File: src/rtl/ctrl_pkg.sv
// Shared encodings for the multi-cycle control unit: states, opcodes, selects.
// Latency: n/a (types and constants only).
// Backpressure: n/a.
package ctrl_pkg;

  typedef enum logic [2:0] {
    ST_FETCH     = 3'd0,
    ST_DECODE    = 3'd1,
    ST_EXECUTE   = 3'd2,
    ST_MEM       = 3'd3,
    ST_WRITEBACK = 3'd4,
    ST_UPDATE_PC = 3'd5,
    ST_HALTED    = 3'd6
  } state_e;

  // Low-nibble opcode values; anything above bit 3 makes the opcode illegal.
  localparam logic [3:0] OP_ALU     = 4'h0;
  localparam logic [3:0] OP_ALU_IMM = 4'h1;
  localparam logic [3:0] OP_LOAD    = 4'h2;
  localparam logic [3:0] OP_STORE   = 4'h3;
  localparam logic [3:0] OP_BR      = 4'h4;
  localparam logic [3:0] OP_BMI     = 4'h5;
  localparam logic [3:0] OP_BPL     = 4'h6;
  localparam logic [3:0] OP_BZ      = 4'h7;
  localparam logic [3:0] OP_MOVE    = 4'h8;
  localparam logic [3:0] OP_CMOV    = 4'h9;
  localparam logic [3:0] OP_NOP     = 4'hE;
  localparam logic [3:0] OP_HALT    = 4'hF;

  localparam logic [1:0] DSEL_ALU  = 2'b00;
  localparam logic [1:0] DSEL_MEM  = 2'b01;
  localparam logic [1:0] DSEL_CMOV = 2'b10;

  localparam logic [2:0] BR_NONE = 3'b000;
  localparam logic [2:0] BR_BR   = 3'b001;
  localparam logic [2:0] BR_BMI  = 3'b010;
  localparam logic [2:0] BR_BPL  = 3'b011;
  localparam logic [2:0] BR_BZ   = 3'b100;

  // Where EXECUTE goes next.
  typedef enum logic [1:0] {
    CLS_WB   = 2'd0,
    CLS_MEM  = 2'd1,
    CLS_PC   = 2'd2,
    CLS_HALT = 2'd3
  } cls_e;

  typedef struct packed {
    cls_e       cls;
    logic       mem_wr;
    logic       imm_sel;
    logic [1:0] data_sel;
    logic [2:0] branch;
    logic       illegal;
  } ctrl_word_t;

endpackage

File: src/rtl/ctrl_decode.sv
// Combinational opcode-to-control-word decode; illegal opcodes decode as NOP.
// Latency: 0 cycles (pure combinational).
// Backpressure: none.
module ctrl_decode
  import ctrl_pkg::*;
#(
  parameter int OP_W = 4
) (
  input  logic [OP_W-1:0] op_i,
  output ctrl_word_t      cw_o
);

  logic [3:0] low;
  logic       illegal;

  assign low     = op_i[3:0];
  assign illegal = |(op_i >> 4);

  // Table lookup on the low nibble; undefined codes fall through as NOP.
  always_comb begin
    cw_o         = '0;
    cw_o.cls     = CLS_PC;
    cw_o.illegal = illegal;
    if (!illegal) begin
      case (low)
        OP_ALU, OP_MOVE: cw_o.cls = CLS_WB;
        OP_ALU_IMM: begin
          cw_o.cls     = CLS_WB;
          cw_o.imm_sel = 1'b1;
        end
        OP_CMOV: begin
          cw_o.cls      = CLS_WB;
          cw_o.data_sel = DSEL_CMOV;
        end
        OP_LOAD: begin
          cw_o.cls      = CLS_MEM;
          cw_o.imm_sel  = 1'b1;
          cw_o.data_sel = DSEL_MEM;
        end
        OP_STORE: begin
          cw_o.cls     = CLS_MEM;
          cw_o.imm_sel = 1'b1;
          cw_o.mem_wr  = 1'b1;
        end
        OP_BR: begin
          cw_o.imm_sel = 1'b1;
          cw_o.branch  = BR_BR;
        end
        OP_BMI: begin
          cw_o.imm_sel = 1'b1;
          cw_o.branch  = BR_BMI;
        end
        OP_BPL: begin
          cw_o.imm_sel = 1'b1;
          cw_o.branch  = BR_BPL;
        end
        OP_BZ: begin
          cw_o.imm_sel = 1'b1;
          cw_o.branch  = BR_BZ;
        end
        OP_HALT: cw_o.cls = CLS_HALT;
        default: ;
      endcase
    end
  end

endmodule

File: src/rtl/control_unit_param.sv
// Multi-cycle CPU control FSM: fetch/decode/execute/mem/writeback/update-PC/halt.
// Latency: 4 (branch/NOP), 5 (ALU/STORE), 6 (LOAD) cycles per instruction with no waits.
// Backpressure: stalls in FETCH on fetch_ready and in MEM on mem_ready (bounded by MEM_TIMEOUT).
module control_unit_param
  import ctrl_pkg::*;
#(
  parameter int OP_W        = 4,
  parameter int CNT_W       = 32,
  parameter int MEM_TIMEOUT = 15
) (
  input  logic             clk,
  input  logic             reset,
  input  logic             continue_i,
  input  logic [OP_W-1:0]  op_code,
  input  logic             fetch_ready,
  input  logic             mem_ready,
  output logic             IRload,
  output logic             loadPC,
  output logic             writeReg,
  output logic             MemEn,
  output logic             MemWen,
  output logic             IMMsel,
  output logic [1:0]       DataSel,
  output logic [2:0]       BRANCH,
  output logic             halted,
  output logic             err,
  output logic [CNT_W-1:0] instr_count
);

  localparam logic [7:0] TMO_LAST = 8'(MEM_TIMEOUT - 1);

  state_e           state_q, state_d;
  logic [OP_W-1:0]  op_q, op_d;
  logic [CNT_W-1:0] cnt_q, cnt_d;
  logic [7:0]       tmo_q, tmo_d;
  logic             err_q, err_d;
  logic             cont_q;
  logic             rst_q;
  logic             cont_rise;
  logic             hold;
  ctrl_word_t       cw;

  ctrl_decode #(.OP_W(OP_W)) u_decode (
    .op_i (op_q),
    .cw_o (cw)
  );

  // Only a fresh 0->1 on continue resumes; a level already high is ignored.
  assign cont_rise = continue_i & ~cont_q;
  // Outputs stay quiet while reset is high and for the cycle right after it.
  assign hold      = reset | rst_q;

  // State and datapath registers with synchronous reset.
  always_ff @(posedge clk) begin
    if (reset) begin
      state_q <= ST_FETCH;
      op_q    <= '0;
      cnt_q   <= '0;
      tmo_q   <= '0;
      err_q   <= 1'b0;
      cont_q  <= 1'b0;
      rst_q   <= 1'b1;
    end else begin
      state_q <= state_d;
      op_q    <= op_d;
      cnt_q   <= cnt_d;
      tmo_q   <= tmo_d;
      err_q   <= err_d;
      cont_q  <= continue_i;
      rst_q   <= 1'b0;
    end
  end

  // Next-state logic, opcode latch, MEM timeout counter, sticky error.
  always_comb begin
    state_d = state_q;
    op_d    = op_q;
    cnt_d   = cnt_q;
    tmo_d   = '0;
    err_d   = err_q;
    case (state_q)
      ST_FETCH: begin
        // IRload is masked in the post-reset cycle, so no fetch is accepted then.
        if (fetch_ready && !rst_q) state_d = ST_DECODE;
      end
      ST_DECODE: begin
        op_d    = op_code;
        state_d = ST_EXECUTE;
      end
      ST_EXECUTE: begin
        if (cw.illegal) err_d = 1'b1;
        case (cw.cls)
          CLS_WB:   state_d = ST_WRITEBACK;
          CLS_MEM:  state_d = ST_MEM;
          CLS_HALT: state_d = ST_HALTED;
          default:  state_d = ST_UPDATE_PC;
        endcase
      end
      ST_MEM: begin
        if (mem_ready) begin
          state_d = cw.mem_wr ? ST_UPDATE_PC : ST_WRITEBACK;
        end else if (tmo_q == TMO_LAST) begin
          err_d   = 1'b1;
          state_d = ST_HALTED;
        end else begin
          tmo_d = tmo_q + 8'd1;
        end
      end
      ST_WRITEBACK: state_d = ST_UPDATE_PC;
      ST_UPDATE_PC: begin
        cnt_d   = cnt_q + CNT_W'(1);
        state_d = ST_FETCH;
      end
      ST_HALTED: begin
        if (cont_rise) begin
          err_d   = 1'b0;
          state_d = ST_UPDATE_PC;
        end
      end
      default: state_d = ST_FETCH;
    endcase
  end

  // Moore outputs from state and latched opcode, silenced around reset.
  always_comb begin
    IRload   = 1'b0;
    loadPC   = 1'b0;
    writeReg = 1'b0;
    MemEn    = 1'b0;
    MemWen   = 1'b0;
    IMMsel   = 1'b0;
    DataSel  = DSEL_ALU;
    BRANCH   = BR_NONE;
    halted   = 1'b0;
    if (!hold) begin
      case (state_q)
        ST_FETCH:     IRload   = 1'b1;
        ST_MEM: begin
          MemEn  = 1'b1;
          MemWen = cw.mem_wr;
        end
        ST_WRITEBACK: writeReg = 1'b1;
        ST_UPDATE_PC: loadPC   = 1'b1;
        ST_HALTED:    halted   = 1'b1;
        default: ;
      endcase
      if (state_q inside {ST_EXECUTE, ST_MEM, ST_WRITEBACK, ST_UPDATE_PC}) begin
        IMMsel  = cw.imm_sel;
        DataSel = cw.data_sel;
        BRANCH  = cw.branch;
      end
    end
  end

  assign err         = err_q;
  assign instr_count = cnt_q;

endmodule

File: config.mk
export PLATFORM = sky130hd
export DESIGN_NAME = control_unit_param
export DESIGN_NICKNAME = d
export VERILOG_FILES = /design/src/rtl/ctrl_pkg.sv /design/src/rtl/ctrl_decode.sv /design/src/rtl/control_unit_param.sv
export SDC_FILE = /design/constraint.sdc
export NUM_CORES = 1
export LEC_CHECK = 0
export ABC_AREA = 1
export CORE_ASPECT_RATIO = 2
export CORE_MARGIN = 2
export CORE_UTILIZATION = 39
export DETAILED_ROUTE_END_ITERATION = 8
export PLACE_DENSITY = 0.74
export SYNTH_ARGS = -nofsm -noshare
export SYNTH_HDL_FRONTEND = slang
export SYNTH_SLANG_ARGS = --single-unit
File: constraint.sdc
create_clock -name clk -period 1.5 [get_ports clk]
set_clock_uncertainty 0.1 [all_clocks]
set_input_delay 0.15 -clock clk [delete_from_list [all_inputs] [get_ports clk]]
set_output_delay 0.15 -clock clk [all_outputs]
set_load 0.02 [all_outputs]
==> impl_metrics.toml, run 1 <==
[run_status]
status = "finished with violations"
violations = "negative setup slack"

[floorplanning]
dieWidth_um = 62.5
dieArea_um2 = 7550
coreArea_um2 = 6620
die_h_um = 121
start_util = 0.402
ios = 54
fp-row-count = 42

[drt]
dr_total_vias = 3064
post_drt_wl_per_cell_um = 14.2
post-route-drc-count = 0
drt_first_pass_iters = 4
drt_iter0_drc = 116
ant_nets = 0
avgViaCountPerCell = 5.06
routed_wl_um = 8600

[final_layout]
final_cell_mix = "nand2_1 (79), nor2_1 (58), buf_4 (58)"
finalInstanceArea_um2 = 4250
fillCellCount = 583
antennaDiodeCount = 0
drive_above_1_share = 0.329
fin_cells = 605
area_growth_pct = 59.6
fin_nets = 528
layout.cells.most_common = "nand2_1"

[timing]
fin_crit_ns = 1.65
rsz0062_at_grt = "true"
fmax_ghz = 0.605
setup_violations = 35
finalHoldViolCount = 0
whs_ns = 0.307
drv_slew = 0
worst_pin_slew_ns = 0.342
finalCritPeriodShare = 1.10
layout_setup_ws_ns = -0.153
relSlewSlack = 0.771

[synthesis]
synth_seq_cells = 50
avgSynthCellArea_um2 = 6.70
yosys.area.top_type_share = 0.376
synth_area_um2 = 2670
yosys_warnings = 0
yosysTopAreaCell = "dfxtp_1"
synth_ff_type = "dfxtp_1"
synth.area.top_cells = "dfxtp_1 (38%), nand2_1 (12%), nor2_1 (10%)"
async_reset_ff_frac = 0
synthCells = 398
synth_edf_count = 0
syn_nets = 410
synthDistinctLibCells = 34
yosysSeqAreaShare = 0.376

[clock_tree]
ctsHoldBuffers = 0
numCtsBuffers = 5
root_buffer = "clkbuf_16"
clock_sinks = 50
cts_buffer_depth = 2
cts.htree.levels = 2
clock_latency_ns = 0.29
cts_tree = "yes"
clkTransAtPathRegs_ns = 0.06

[global_routing]
grt_max_degree = 18
met1_usage = 0.201
antenna_found_initial = 0
top_usage_layer = "met2"
grt_overflow = 0
grtUsageMet2 = 0.452
grt_pass1_vias = 2982
grt_pass1_wl_um = 13200
grtUsageTotal = 0.219
use_met3 = 0.0315

[worst_hold_path]
hp-class = "in -> reg"

[critical_path]
cp_data_required_time_ns = 1.59
cp.arrival_ns = 1.74
critical_path.cell_chain = "buf_12 > nand2_8 > nor2_4 > buf_6 > buf_12 > nand3_4 > nor2_4 > a21oi_1 > o21a_1"
path_class = "reg -> reg"
cp-end-kind = "register"
critical_path.top_delay_family = "simple AND/OR/NAND/NOR gates"
worstSetupStartpoint = "state_q[2]"
critPathBufInv = 3
rr_worst_depth = 9
cp_max_fo = 5
critical-path-slowest-cell = "dfxtp_4"
reg2reg_setup_slack_ns = -0.15
critical-path-max-stage-delay_ns = 0.38
worst_r2r_endpoint = "instr_count[12]"
r2r-start = "state_q[2]"
cp.depth = 9
crit_end = "instr_count[12]"
critPathLaunchType = "register"

[job]
maxCapViolations = 0

[power_and_ir_drop]
powerDensity_nw_per_um2 = 669
ir_worst_vdd_mv = 0.817
sequentialPowerShare = 0.483
power.switching_mw = 0.693
p_comb_frac = 0.113
pwr-share-clk = 0.403
switching_share = 0.243
internal-power_mw = 2.15
p_leak_nw = 1.98

[placement]
hpwl_um = 5940
gp_congestion = 0.883
dp_cells = 587
io_buffers = 53
place_area_um2 = 3700
worst min-delay path by stage:
stage | cells after the start | start | slack, ns | end
global route | 3 | continue_i | 0.32 | cont_q
CTS | 3 | continue_i | 0.32 | cont_q
detailed placement | 1 | tmo_q[0] | 0.36 | tmo_q[0]
finish | 3 | continue_i | 0.31 | cont_q
floorplan | 0 | reset | 0.08 | rst_q
global placement | 1 | tmo_q[0] | 0.34 | tmo_q[0]
kinds of logic (layout without fill, tap and decap cells):
logic type                 after synthesis  count (layout)  synth area share
buffers and inverters                   64             181            0.0934
AOI/OAI and AO/OA                       48              48            0.0958
DFF                                     50              50             0.376
and+or+nand+nor                        225             227             0.395
adders and majority gates                3               3            0.0141
xor gates and xnor gates                 8               8            0.0263
layout make-up:
| type | count | area, um2 | area share |
|---|---|---|---|
| Clock inverter | 1 | 5.00 | 0.00118 |
| Clock buffer | 7 | 143 | 0.0335 |
| Tap cell | 88 | 110 | 0.0259 |
| Sequential cell | 50 | 1010 | 0.238 |
| Inverter | 59 | 221 | 0.0521 |
| Timing Repair Buffer | 114 | 988 | 0.232 |
| Multi-Input combinational cell | 286 | 1770 | 0.417 |
routing by layer:
| layer | vias up | wire (um) |
|---|---|---|
| met5 | - | 0 |
| met4 | 0 | 420 |
| met3 | 30 | 281 |
| met2 | 98 | 4950 |
| met1 | 1427 | 2950 |
| li1 | 1509 | - |
synthesized netlist by cell type, types with 2 or more instances:
master and number:
nor2_4 3, nand2_2 2, nor4_1 2, nor2_2 3, inv_1 58, nand4_1 12
nand2_1 86, xnor2_1 3, xor2_1 5, nand3_1 24, nor2_1 74, nand3_2 2
ha_1 3, nor3_1 8, a21oi_1 27, dfxtp_1 50, a31oi_1 2, o21a_1 3
o21ai_0 14, clkbuf_1 2, nand3_4 2
metrics by stage:
stage	total power [mW]	setup TNS (ns)	util	setup slack (ns)
after floorplan	1.52	-0.0171	-	-0.00916
after global placement	1.67	-7.99	0.558	-0.489
after detailed placement	1.67	-9.78	0.558	-0.519
after CTS	2.83	-2.41	0.596	-0.128
after global routing	2.95	-6.38	0.642	-0.249
final	2.85	-2.76	0.642	-0.153
worst register-to-register path: stages, from the launching register on:
cell and delay [ns]:
dfxtp_4 0.38, buf_12 0.11, nand2_8 0.05, nor2_4 0.09, buf_6 0.15, buf_12 0.11, nand3_4 0.12, nor2_4 0.25
a21oi_1 0.10, o21a_1 0.11
flip-flops by register name, summed over array words and instances, names as in the netlist:
register and cells:
instr_count 32, tmo_q 8, op_q 4, state_q 3
cont_q 1, err 1, rst_q 1
power groups by stage:
stage / clock network [mW] / logic (mW) / registers, mW
6_report: 1.15 / 0.323 / 1.38
5_1_grt: 1.22 / 0.351 / 1.38
4_1_cts: 1.17 / 0.285 / 1.37
3_5_place_dp: 0 / 0.272 / 1.40
3_3_place_gp: 0 / 0.267 / 1.40
2_1_floorplan: 0 / 0.122 / 1.40
what timing repair did:
item | 4_1_cts | 5_1_grt
buffers inserted | 5 | 5
gates resized for setup | 129 | 70
setup endpoints to repair | 79 | 56
gates cloned | 1 | 1
pin swaps | 15 | 25
(Power assumes the default switching activity.)
==> run 2: changes to the inputs <==
- ABC_CLOCK_PERIOD_IN_PS: not set -> 1500
==> results of run 2 <==
Final layout, timing and power as in run 1 (identical DEF).
==> run 3: changes to the inputs <==
- HOLD_SLACK_MARGIN: not set -> 0.05
==> results of run 3 <==
Final layout, timing and power as in run 1 (identical DEF).
